`src/rtl/lsu_mem_ctrl_if.sv`:
```
// Handshake bundles for the load/store unit: core-side request/response and
// the word-wide data-SRAM bus.

interface lsu_req_if;
    logic        req_valid;
    logic        req_write;
    logic [1:0]  req_size;
    logic        req_signed;
    logic [31:0] req_addr;
    logic [31:0] req_wdata;
    logic        stall;
    logic        done;
    logic [31:0] rdata;
    logic        err;

    modport master (
        output req_valid, req_write, req_size, req_signed, req_addr, req_wdata,
        input  stall, done, rdata, err
    );

    modport slave (
        input  req_valid, req_write, req_size, req_signed, req_addr, req_wdata,
        output stall, done, rdata, err
    );
endinterface

interface lsu_mem_if;
    logic        mem_req;
    logic        mem_we;
    logic [31:0] mem_addr;
    logic [3:0]  mem_be;
    logic [31:0] mem_wdata;
    logic        mem_ack;
    logic [31:0] mem_rdata;

    modport master (
        output mem_req, mem_we, mem_addr, mem_be, mem_wdata,
        input  mem_ack, mem_rdata
    );

    modport slave (
        input  mem_req, mem_we, mem_addr, mem_be, mem_wdata,
        output mem_ack, mem_rdata
    );
endinterface

```
`src/rtl/lsu_mem_ctrl.sv`:
```
// Load/store unit: turns MIPS byte/half/word accesses into word-aligned SRAM
// transactions with byte enables, stalls the core and extends load data.

module lsu_mem_ctrl #(
    parameter int unsigned TIMEOUT_CYCLES = 255
) (
    input  logic      clock,
    input  logic      reset,
    lsu_req_if.slave  req_if,
    lsu_mem_if.master bus_if
);

    typedef enum logic [1:0] {IDLE, BUS, RESP, ERR} state_e;

    localparam logic [7:0] CNT_LAST = 8'(TIMEOUT_CYCLES - 1);

    state_e      state_q;
    logic        req_q;
    logic        we_q;
    logic [31:0] addr_q;
    logic [3:0]  be_q;
    logic [31:0] wdata_q;
    logic [7:0]  cnt_q;
    logic        done_q;
    logic        err_q;
    logic [31:0] rdata_q;
    logic [1:0]  off_q;
    logic [1:0]  size_q;
    logic        signed_q;

    logic        bad_d;
    logic [3:0]  be_d;
    logic [31:0] wdata_d;
    logic [7:0]  byte_sel;
    logic [15:0] half_sel;
    logic [31:0] load_d;

    // NOTE: every output of this block gets a default first, so no path can infer a latch.
    always_comb begin
        bad_d   = 1'b0;
        be_d    = 4'b1111;
        wdata_d = '0;
        case (req_if.req_size)
            2'b00: begin
                if (req_if.req_write) begin
                    be_d    = 4'b0001 << req_if.req_addr[1:0];
                    wdata_d = {4{req_if.req_wdata[7:0]}};
                end
            end
            2'b01: begin
                bad_d = req_if.req_addr[0];
                if (req_if.req_write) begin
                    be_d    = req_if.req_addr[1] ? 4'b1100 : 4'b0011;
                    wdata_d = {2{req_if.req_wdata[15:0]}};
                end
            end
            2'b10: begin
                bad_d = |req_if.req_addr[1:0];
                if (req_if.req_write) begin
                    wdata_d = req_if.req_wdata;
                end
            end
            default: bad_d = 1'b1;
        endcase
    end

    // Lane select and extension use the offset/size captured at request time.
    always_comb begin
        byte_sel = bus_if.mem_rdata[7:0];
        case (off_q)
            2'd1:    byte_sel = bus_if.mem_rdata[15:8];
            2'd2:    byte_sel = bus_if.mem_rdata[23:16];
            2'd3:    byte_sel = bus_if.mem_rdata[31:24];
            default: byte_sel = bus_if.mem_rdata[7:0];
        endcase
        half_sel = off_q[1] ? bus_if.mem_rdata[31:16] : bus_if.mem_rdata[15:0];
        case (size_q)
            2'b00:   load_d = {{24{signed_q & byte_sel[7]}}, byte_sel};
            2'b01:   load_d = {{16{signed_q & half_sel[15]}}, half_sel};
            default: load_d = bus_if.mem_rdata;
        endcase
    end

    // NOTE: non-blocking assignments so every register samples pre-edge values.
    always_ff @(posedge clock or negedge reset) begin
        if (!reset) begin
            state_q  <= IDLE;
            req_q    <= 1'b0;
            we_q     <= 1'b0;
            addr_q   <= '0;
            be_q     <= '0;
            wdata_q  <= '0;
            cnt_q    <= '0;
            done_q   <= 1'b0;
            err_q    <= 1'b0;
            rdata_q  <= '0;
            off_q    <= '0;
            size_q   <= '0;
            signed_q <= 1'b0;
        end else begin
            done_q <= 1'b0;
            err_q  <= 1'b0;
            case (state_q)
                IDLE: begin
                    if (req_if.req_valid) begin
                        if (bad_d) begin
                            state_q <= ERR;
                            err_q   <= 1'b1;
                        end else begin
                            state_q  <= BUS;
                            req_q    <= 1'b1;
                            we_q     <= req_if.req_write;
                            addr_q   <= {req_if.req_addr[31:2], 2'b00};
                            be_q     <= be_d;
                            wdata_q  <= wdata_d;
                            cnt_q    <= '0;
                            off_q    <= req_if.req_addr[1:0];
                            size_q   <= req_if.req_size;
                            signed_q <= req_if.req_signed;
                        end
                    end
                end
                BUS: begin
                    // An ack on the final counted cycle still wins over the timeout.
                    if (bus_if.mem_ack) begin
                        state_q <= RESP;
                        req_q   <= 1'b0;
                        done_q  <= 1'b1;
                        if (!we_q) begin
                            rdata_q <= load_d;
                        end
                    end else if (cnt_q == CNT_LAST) begin
                        state_q <= ERR;
                        req_q   <= 1'b0;
                        err_q   <= 1'b1;
                    end else begin
                        cnt_q <= cnt_q + 8'd1;
                    end
                end
                RESP:    state_q <= IDLE;
                ERR:     state_q <= IDLE;
                default: state_q <= IDLE;
            endcase
        end
    end

    assign req_if.stall = req_if.req_valid & (state_q != RESP) & (state_q != ERR);
    assign req_if.done  = done_q;
    assign req_if.err   = err_q;
    assign req_if.rdata = rdata_q;

    assign bus_if.mem_req   = req_q;
    assign bus_if.mem_we    = we_q;
    assign bus_if.mem_addr  = addr_q;
    assign bus_if.mem_be    = be_q;
    assign bus_if.mem_wdata = wdata_q;

endmodule

```
`src/flat_wrapper.sv`:
```
// flat-port wrapper written by rule: the top's interface ports become plain ports
module lsu_mem_ctrl_flat 
#(
    parameter int unsigned TIMEOUT_CYCLES = 255
)
  (clock, reset, req_if_req_valid, req_if_req_write, req_if_req_size, req_if_req_signed, req_if_req_addr, req_if_req_wdata, req_if_stall, req_if_done, req_if_rdata, req_if_err, bus_if_mem_req, bus_if_mem_we, bus_if_mem_addr, bus_if_mem_be, bus_if_mem_wdata, bus_if_mem_ack, bus_if_mem_rdata);
  lsu_req_if req_if_i ();
  lsu_mem_if bus_if_i ();
  input  logic clock;
  input  logic reset;
  input wire logic [$bits(req_if_i.req_valid)-1:0] req_if_req_valid;
  input wire logic [$bits(req_if_i.req_write)-1:0] req_if_req_write;
  input wire logic [$bits(req_if_i.req_size)-1:0] req_if_req_size;
  input wire logic [$bits(req_if_i.req_signed)-1:0] req_if_req_signed;
  input wire logic [$bits(req_if_i.req_addr)-1:0] req_if_req_addr;
  input wire logic [$bits(req_if_i.req_wdata)-1:0] req_if_req_wdata;
  output wire logic [$bits(req_if_i.stall)-1:0] req_if_stall;
  output wire logic [$bits(req_if_i.done)-1:0] req_if_done;
  output wire logic [$bits(req_if_i.rdata)-1:0] req_if_rdata;
  output wire logic [$bits(req_if_i.err)-1:0] req_if_err;
  output wire logic [$bits(bus_if_i.mem_req)-1:0] bus_if_mem_req;
  output wire logic [$bits(bus_if_i.mem_we)-1:0] bus_if_mem_we;
  output wire logic [$bits(bus_if_i.mem_addr)-1:0] bus_if_mem_addr;
  output wire logic [$bits(bus_if_i.mem_be)-1:0] bus_if_mem_be;
  output wire logic [$bits(bus_if_i.mem_wdata)-1:0] bus_if_mem_wdata;
  input wire logic [$bits(bus_if_i.mem_ack)-1:0] bus_if_mem_ack;
  input wire logic [$bits(bus_if_i.mem_rdata)-1:0] bus_if_mem_rdata;
  assign req_if_i.req_valid = req_if_req_valid;
  assign req_if_i.req_write = req_if_req_write;
  assign req_if_i.req_size = req_if_req_size;
  assign req_if_i.req_signed = req_if_req_signed;
  assign req_if_i.req_addr = req_if_req_addr;
  assign req_if_i.req_wdata = req_if_req_wdata;
  assign req_if_stall = req_if_i.stall;
  assign req_if_done = req_if_i.done;
  assign req_if_rdata = req_if_i.rdata;
  assign req_if_err = req_if_i.err;
  assign bus_if_mem_req = bus_if_i.mem_req;
  assign bus_if_mem_we = bus_if_i.mem_we;
  assign bus_if_mem_addr = bus_if_i.mem_addr;
  assign bus_if_mem_be = bus_if_i.mem_be;
  assign bus_if_mem_wdata = bus_if_i.mem_wdata;
  assign bus_if_i.mem_ack = bus_if_mem_ack;
  assign bus_if_i.mem_rdata = bus_if_mem_rdata;
  lsu_mem_ctrl #(.TIMEOUT_CYCLES(TIMEOUT_CYCLES)) u_core (.clock(clock), .reset(reset), .req_if(req_if_i), .bus_if(bus_if_i));
endmodule
```
`config.mk`:
```
export PLATFORM = sky130hd
export DESIGN_NAME = lsu_mem_ctrl_flat
export DESIGN_NICKNAME = d
export VERILOG_FILES = /design/src/rtl/lsu_mem_ctrl_if.sv /design/src/rtl/lsu_mem_ctrl.sv /design/src/flat_wrapper.sv
export SDC_FILE = /design/constraint.sdc
export NUM_CORES = 1
export LEC_CHECK = 0
export ABC_AREA = 1
export BUFFER_PORTS_ARGS = -buffer_cell sky130_fd_sc_hd__buf_2
export CAP_MARGIN = 20
export CORE_MARGIN = 4
export CORE_UTILIZATION = 25
export CTS_CLUSTER_DIAMETER = 80
export DETAILED_ROUTE_END_ITERATION = 8
export PLACE_DENSITY = 0.47
export RECOVER_POWER = 100
export SLEW_MARGIN = 20
export SYNTH_ARGS = -nofsm -noshare
export SYNTH_HDL_FRONTEND = slang
export SYNTH_SLANG_ARGS = --single-unit
```
`constraint.sdc`:
```
create_clock -name clock -period 1.9 [get_ports clock]
set_clock_uncertainty 0.1 [all_clocks]
set_input_delay 0.38 -clock clock [delete_from_list [all_inputs] [get_ports clock]]
set_output_delay 0.38 -clock clock [all_outputs]
set_load 0.02 [all_outputs]
```
Word level (Yosys, flattened, before mapping)

Index checks and enable logic that the tools add are counted.
Widths: inputs -> output; s select.

Output and inout port bits: 105
Bits of input ports: 104
Word-level logic and storage cells: 83
Bits in registers: 117

Eq/ne operators: 17
Shift-type cells: 1
Reductions and logical operators: 11
$add $sub $neg: 1
Bitwise operators: 6
Muxes and demuxes: 34

Operators with widths:

| operator            | number |
|---|---|
| $mux 32             | 3 |
| $pmux 32 s3         | 1 |
| $pmux 32 s2         | 1 |
| $mux 8              | 4 |
| $pmux 8 s3          | 1 |
| $mux 16             | 1 |
| $pmux 8 s2          | 1 |
| $mux 4              | 3 |
| $ne 2x2->1 const B  | 6 |
| $eq 2x2->1 const B  | 5 |
| $mux 1              | 10 |
| $add 8x1->8 const B | 1 |
| $eq 2x1->1 const B  | 4 |
| $eq 8x8->1 const B  | 1 |
| $mux 2              | 4 |
| $pmux 4 s2          | 1 |
| $logic_not 2->1     | 3 |
| $pmux 2 s3          | 1 |
| $reduce_and 3->1    | 2 |
| $reduce_and 5->1    | 1 |
| $and 1x1->1         | 4 |
| $pmux 1 s2          | 2 |
| $reduce_and 4->1    | 1 |
| $reduce_or 2->1     | 2 |
| other kinds (6)     | 7 |

Logic depth before layout (Yosys ltp)

Gate-level depths: netlist of the first run.

Depth after elaboration: 5
Gate-level depth with buffers: 10
Depth with buffers taken out: 10

Worst setup path after synthesis of the first run

Ideal clock, no wire load.

Kind: register to register
Start: reg u_core.state_q[1]
End: reg u_core.addr_q[10], in the netlist u_core.bus_if.mem_addr[10]
Cell stages (with the launch flop): 9
Path buffers: 2
Slack: 0.403 ns
Data required time: 1.683 ns
Arrival: 1.280 ns
Cell sequence: dfrtp_1 -> nor2_1 -> nand2_1 -> nor2_4 -> inv_2 -> buf_6 -> buf_2 -> nand2_1 -> nand2_1

Word-level cells in the longest chain between the ends: 2

Ends and longest elaborated chain:

| element                    | RTL line            | text |
|---|---|---|
| start, declared            | lsu_mem_ctrl.sv:17  | `state_e state_q;` |
| start signal, assigned     | lsu_mem_ctrl.sv:87  | `state_q <= IDLE;` |
| start signal, assigned     | lsu_mem_ctrl.sv:107 | `state_q <= ERR;` |
| start signal, assigned     | lsu_mem_ctrl.sv:110 | `state_q <= BUS;` |
| $logic_not 2->1            | lsu_mem_ctrl.sv:103 | `case (state_q)` |
| $reduce_and 3->1 (no line) | --                  |  |
| end signal, assigned       | lsu_mem_ctrl.sv:113 | `addr_q <= {req_if.req_addr[31:2], 2'b00};` |
| end, declared              | lsu_mem_ctrl.sv:20  | `logic [31:0] addr_q;` |

Every way passes these cells.
A chain may end at the register's enable or synchronous reset.

Worst setup path in the final report of the first run

Start: reg u_core.state_q[1]
End: out req_if_stall

Word-level cells in the longest chain between the ends: 3

Ends and longest elaborated chain:

| element       | RTL line            | text |
|---|---|---|
| $ne 2x2->1    | lsu_mem_ctrl.sv:147 | `assign req_if.stall = req_if.req_valid & (state_q != RESP) & (state_q != ERR);` |
| $and 1x1->1   | lsu_mem_ctrl.sv:147 |  |
| $and 1x1->1 * | lsu_mem_ctrl.sv:147 |  |
| end, declared | flat_wrapper.sv:17  | `output wire logic [$bits(req_if_i.stall)-1:0] req_if_stall;` |

Every way passes the cells marked *; elsewhere a longest branch is shown, timed or not.

==> metrics, run 1 <==
1st-iter DRT viols 248; residual DRC count 0; unrepaired setup endpoints after global routing false; largest net degree at the start of global routing 62; synthesized instance count 741; CP cell instances nor2_1 > clkbuf_1; syn_area_per_cell 7.627 um2; clock network fraction of design power 27.3%; min cycle time layout 1.728 ns; layout filler cell count 2429; DR WL/cell 15.25 um; ratio of cells with drive above 1 in the final layout 18.17%; WP buf/inv 1; row cnt 54; DRT Pass-1 Iters 4; min-delay worst type primary input to flop; reg2reg end u_core.bus_if.mem_wdata[4]; Max H-tree Level 4; reg-to-reg slack, setup 0.19 ns; IO buf count 206; routed vias/inst 4.484; CP arrival 1.25 ns; FF-to-FF path depth 7; WP data required 1.42 ns; maximum vdd drop 763.6 uV; crit end category output port; fin crit share 90.93%; full die area 25080 um2; distinct cell type count after synthesis 34; global-route wire length before repair 30040 um; Tightest Pin Transition 0.8810 ns; final worst-path setup slack 0.1724 ns; crit path max-delay cell type dfrtp_1; top-area cell type share of the netlist area 51.80%; P_sw 0.005663 W; CP startpoint u_core.state_q[1]; vias in the first global route 5629; Max Clk Rate 0.5788 GHz; final net count 1067; Setup WS pre-CTS 0.07758 ns; Yosys warnings 0; Ports 209; DR vias 5627; # setup viols final 0; die height 158.4 um; final non-filler cell total 1255; Inserted Clock Buffers 17; Sink Count 117; reg2reg start u_core.state_q[1]; DP Cell Count 1221; Logic pwr share 39.1%; worst skew pair latency 0.41 ns; Setup Crit Path Kind flop to output port; cell family with the largest share of critical-path delay flip-flops; final slew viol count 0; initial antenna violation count 1; PwrDens 1737 nW/um2; Yosys top cell by area dfrtp_1; Longest Clk Path Bufs 2; Worst slew margin 41.27%; Switching Fraction 42.93%; mapped cell area 5652 um2; Antenna Nets Post-Route 0; Max Cap Viol 0; worst hold start req_if_req_addr[12]; leak pwr 3.884 nW; post-DP HPWL 13980 um; Max stage delay on crit path 0.42 ns; top cells by area, synth dfrtp_1 (52%), nand2_1 (20%), a21oi_1 (4.8%); overall routing resource usage 15.27%; Startpoint Class flop; Yosys reg bits 117; sequential power share 33.6%; Routed WL 19140 um; Pint 0.007527 W; total grt overflow 0; CTS tree yes; status finished clean; die width 158.4 um; core area 22030 um2; setup TNS 0 ns; Placer Congestion 0.8350; clk slew on worst S/H paths 0.06 ns; crit path max fanout 5; Cells on Worst Hold Path 3; Seq/Total Area, Yosys 51.80%; Starting Density 25.66%; final hold vios 0; Area Overhead vs Synth 34.36%; root buf cell clkbuf_16; Min-Delay Endpoint u_core.bus_if.mem_addr[12]
==> state kept, by name, indices dropped and copies added, names as in the netlist <==
register	flops
u_core.bus_if.mem_req	1
u_core.bus_if.mem_wdata	32
u_core.req_if.rdata	32
u_core.bus_if.mem_addr	30
u_core.signed_q	1
u_core.state_q	2
u_core.cnt_q	8
u_core.off_q	2
u_core.bus_if.mem_we	1
u_core.bus_if.mem_be	4
u_core.req_if.err	1
u_core.size_q	2
u_core.req_if.done	1
==> worst min-delay path: cells and delay by family <==
family	cells	cell delay, ns
AND/OR/NAND/NOR	2	0.09
buffers and inverters	1	0.07
==> what timing repair did <==
| action | in CTS | in global routing |
|---|---|---|
| hold buffers | 1 | 0 |
| endpoints found under the hold margin | 117 | 0 |
| gates resized for setup | 0 | 1 |
| setup endpoints to repair | 0 | 19 |
| buffers inserted | 0 | 0 |
==> power by group through the flow <==
| stage | Combinational (W) | Sequential (W) | Clock (W) |
|---|---|---|---|
| after CTS | 0.00561 | 0.00442 | 0.00370 |
| after detailed placement | 0.00560 | 0.00443 | 0 |
| after global routing | 0.00578 | 0.00460 | 0.00381 |
| after global placement | 0.00557 | 0.00445 | 0 |
| after floorplan | 0.00217 | 0.00558 | 0 |
| final | 0.00516 | 0.00444 | 0.00360 |
==> cells in the mapped netlist (all sizes together) <==
cell and count:
inv 50, o22ai 3, clkbuf 9, nand3b 2, a21oi 54, conb 1
o21bai 1, o21ai 45, nand2 302, a31oi 7, ha 2, xor2 2
o221ai 1, o211ai 1, buf 26, nor3 2, xnor2 1, a21boi 2
nor2 66, o22a 1, nand3 39, dfrtp 117, or2 7
==> placed cells by master (no fill, tap or decap), types with 2 or more instances in the layout <==
cell	netlist	layout
nor2_1	64	65
o22ai_1	3	3
inv_6	0	3
a21oi_1	54	54
a21boi_0	2	2
conb_1	1	2
bufinv_16	0	5
nand3b_1	2	2
or2_2	6	6
nand3_1	39	39
buf_4	5	21
inv_1	46	46
clkbuf_16	0	17
o21ai_0	43	43
dfrtp_1	117	116
clkbuf_1	8	105
clkbuf_4	0	2
xor2_1	2	2
nand2_1	299	299
nand2_2	3	3
clkinv_2	0	2
o21ai_1	2	2
clkinv_4	0	3
inv_2	4	4
buf_2	16	102
clkinvlp_4	0	2
a31oi_1	7	7
buf_6	4	2
ha_1	2	2
==> how the worst max path moves through the flow <==
stage,endpoint,cells past startpoint
finish,req_if_stall,2
global route,u_core.bus_if.mem_req,7
CTS,u_core.req_if.rdata[12],9
detailed placement,u_core.cnt_q[0],7
global placement,u_core.cnt_q[1],7
floorplan,u_core.bus_if.mem_addr[10],8
==> cell type report <==
type,count,area [um2],area share [%]
Sequential cell,117,2929,38.57
Clock inverter,15,227.7,2.999
Clock buffer,17,425.4,5.602
Inverter,50,187.7,2.472
Timing Repair Buffer,235,1135,14.94
Multi-Input combinational cell,540,2336,30.76
Antenna cell,1,2.502,0.03295
Tap cell,280,350.3,4.614
==> metrics by stage <==
step | total power, W | hold slack (ns) | instance area, um2 | utilization, %
floorplan | 0.007750 | -0.01559 | 5655 | -
global placement | 0.01001 | 0.3253 | 7136 | 32.40
detailed placement | 0.01002 | 0.3280 | 7136 | 32.40
CTS | 0.01372 | 0.03887 | 7799 | 35.41
global route | 0.01419 | 0.05432 | 7591 | 34.46
finish | 0.01319 | 0.05950 | 7594 | 34.48
==> metal layers <==
layer | vias up | track usage (%) | share of wire (%) | wire length, um
met5 | - | 0 | 0.037 | 7
met4 | 2 | 4.671 | 1.8 | 345
met3 | 27 | 5.409 | 8.5 | 1627
met2 | 202 | 24.04 | 45 | 8702
met1 | 2615 | 19.79 | 44 | 8461
li1 | 2781 | - | - | -
==> cell families after synthesis <==
family	Yosys count	share of synthesized area, %
xor gates and xnor gates	3	0.4650
and+or+nand+nor	418	29.62
DFF	117	51.80
adders and majority gates	2	0.4427
AOI/OAI and AO/OA	115	10.72
buffers and inverters	85	6.885
other	1	0.06635
No activity file was read; power rests on OpenSTA's default activity.
==> run 2, diff against run 1 <==
--- a/config.mk
+++ b/config.mk
@@ -9,10 +9,11 @@
 export BUFFER_PORTS_ARGS = -buffer_cell sky130_fd_sc_hd__buf_2
 export CAP_MARGIN = 20
 export CORE_MARGIN = 4
-export CORE_UTILIZATION = 25
+export CORE_UTILIZATION = 51
+export CTS_BUF_LIST = sky130_fd_sc_hd__clkbuf_8
 export CTS_CLUSTER_DIAMETER = 80
 export DETAILED_ROUTE_END_ITERATION = 8
-export PLACE_DENSITY = 0.47
+export PLACE_DENSITY = 0.83
 export RECOVER_POWER = 100
 export SLEW_MARGIN = 20
 export SYNTH_ARGS = -nofsm -noshare
==> metrics, run 2 (synthesis results as in run 1) <==
Max Clk Rate 0.5742 GHz (was 0.5788 GHz); routing usage on met3 7.273% (was 5.409%); IO buf count 206 (unchanged); met1 GRT Util 32.92% (was 19.79%); initial antenna violation count 0 (was 1); Tightest Pin Transition 0.6979 ns (was 0.8810 ns); 1st-iter DRT viols 632 (was 248); post-DP HPWL 11630 um (was 13980 um); core area 10840 um2 (was 22030 um2); CTS tree yes (unchanged); layout filler cell count 1000 (was 2429); Ports 209 (unchanged); crit end category output port (unchanged); Area Overhead vs Synth 25.75% (was 34.36%); setup TNS 0 ns (unchanged); vias in the first global route 5329 (was 5629); min-delay worst type primary input to flop (unchanged); Setup WS pre-CTS 0.1764 ns (was 0.07758 ns); FF-to-FF path depth 6 (was 7); CP arrival 1.26 ns (was 1.25 ns); WP data required 1.42 ns (about the same); root buf cell clkbuf_8 (was clkbuf_16); DR vias 5700 (was 5627); reg-to-reg slack, setup 0.23 ns (was 0.19 ns); number of buffers added for setup after CTS 0 (unchanged); PwrDens 1651 nW/um2 (was 1737 nW/um2); maximum vdd drop 894.8 uV (was 763.6 uV); # setup viols final 0 (unchanged); residual DRC count 0 (unchanged); Placer Congestion 0.8806 (was 0.8350); reg2reg start u_core.state_q[1] (unchanged); most crowded layer after global routing met2 (unchanged); commonest non-fill, non-tap cell in the layout nand2_1 (unchanged); Antenna Nets Post-Route 0 (unchanged); unrepaired setup endpoints after global routing false (unchanged); Max Cap Viol 0 (unchanged); global-route wire length before repair 25650 um (was 30040 um); overall routing resource usage 24.87% (was 15.27%); Startpoint Class flop (unchanged); Longest Clk Path Bufs 2 (unchanged); Global Route met2 Usage 39.73% (was 24.04%); final hold vios 0 (unchanged); crit path max fanout 5 (unchanged); diodes inserted 0 (was 1); most frequent cells in the layout nand2_1 (299), dfrtp_1 (117), clkbuf_1 (105) (was nand2_1 (299), dfrtp_1 (116), clkbuf_1 (105)); leak pwr 3.731 nW (was 3.884 nW); total grt overflow 0 (unchanged); final slew viol count 0 (unchanged); Core Util, Final 65.56% (was 34.48%); die width 113.3 um (was 158.4 um); min cycle time layout 1.742 ns (was 1.728 ns); Worst slew margin 53.48% (was 41.27%); full die area 12830 um2 (was 25080 um2); DRT Pass-1 Iters 6 (was 4); clk slew on worst S/H paths 0.09 ns (was 0.06 ns); routed vias/inst 5.163 (was 4.484); row cnt 38 (was 54); largest net degree at the start of global routing 65 (was 62); CP startpoint u_core.state_q[1] (unchanged); worst hold start req_if_req_addr[12] (unchanged); Routed WL 16070 um (was 19140 um); DR WL/cell 14.56 um (was 15.25 um); Inserted Clock Buffers 17 (unchanged); worst skew pair latency 0.42 ns (was 0.41 ns); die height 113.3 um (was 158.4 um); Post-CTS Resized 0 (unchanged); status finished clean (unchanged); Sink Count 117 (unchanged); fin crit share 91.66% (was 90.93%); ratio of cells with drive above 1 in the final layout 17.12% (was 18.17%); final net count 1057 (was 1067); Cells on Worst Hold Path 3 (unchanged); Max H-tree Level 4 (unchanged); Setup Crit Path Kind flop to output port (unchanged); final worst-path setup slack 0.1584 ns (was 0.1724 ns); Starting Density 52.14% (was 25.66%)
## run 2: cell count changes in the layout (fill, tap and decap cells not counted), moves of 2 or more
cell       delta
clkbuf_4      -2
clkinv_2      -2
buf_12        +2
bufinv_16     -4
inv_6         +4
clkbuf_16    -17
inv_8         +3
buf_4        -11
clkbuf_8     +17
## run 2: what timing repair did
action | CTS | global route
endpoints found under the setup margin | 0 | 0
hold endpoints to repair | 54 | 0
hold buffers | 1 | 0
## run 2: path summary, 6_finish.rpt
kind,end
setup reg to reg,u_core.req_if.rdata[5]
setup / recovery,req_if_stall
min in group asynchronous,u_core.req_if.rdata[13]
max in group asynchronous,u_core.bus_if.mem_we
hold / removal,u_core.bus_if.mem_addr[12]
hold reg to reg,u_core.bus_if.mem_addr[23]
## run 2: routing by layer
metal | wire (um) | share of wire [%] | vias to the layer above
li1 | - | - | 2762
met1 | 6521 | 41 | 2626
met2 | 7610 | 47 | 289
met3 | 1666 | 10 | 23
met4 | 275 | 1.7 | 0
met5 | 0 | 0 | -
## run 2: final cells by class
type / instances / area, um2 / share of cell area, %
inverter: 50 / 187.7 / 2.641
sequential: 117 / 2928 / 41.20
clock buffer: 17 / 234.0 / 3.292
clock inverter: 15 / 157.7 / 2.218
timing repair buffer: 225 / 1089 / 15.32
tap: 140 / 175.2 / 2.465
multi-input combinational: 540 / 2336 / 32.87
## run 2: report_power, final
group	leakage, nW	switching (W)	internal [W]	total [W]
Combinational	2.08	0.00357	0.00148	0.00505
Sequential	1.46	0.000759	0.00364	0.00440
Clock	0.195	0.00119	0.00109	0.00228
## run 2: through the flow
stage | hold WS [ns] | area [um2] | total power (W) | cells
floorplan | -0.01559 | 5655 | 0.007750 | 742
global placement | 0.1375 | 6873 | 0.009668 | 1071
detailed placement | 0.1371 | 6873 | 0.009794 | 1071
CTS | 0.03226 | 7274 | 0.01210 | 1104
global route | 0.02862 | 7107 | 0.01255 | 1104
finish | 0.04420 | 7107 | 0.01174 | 1104
## run 2: critical path, cell delays in order (launching register included)
cell and delay [ns]:
dfrtp_1 0.43, nor2_1 0.16, clkbuf_1 0.27
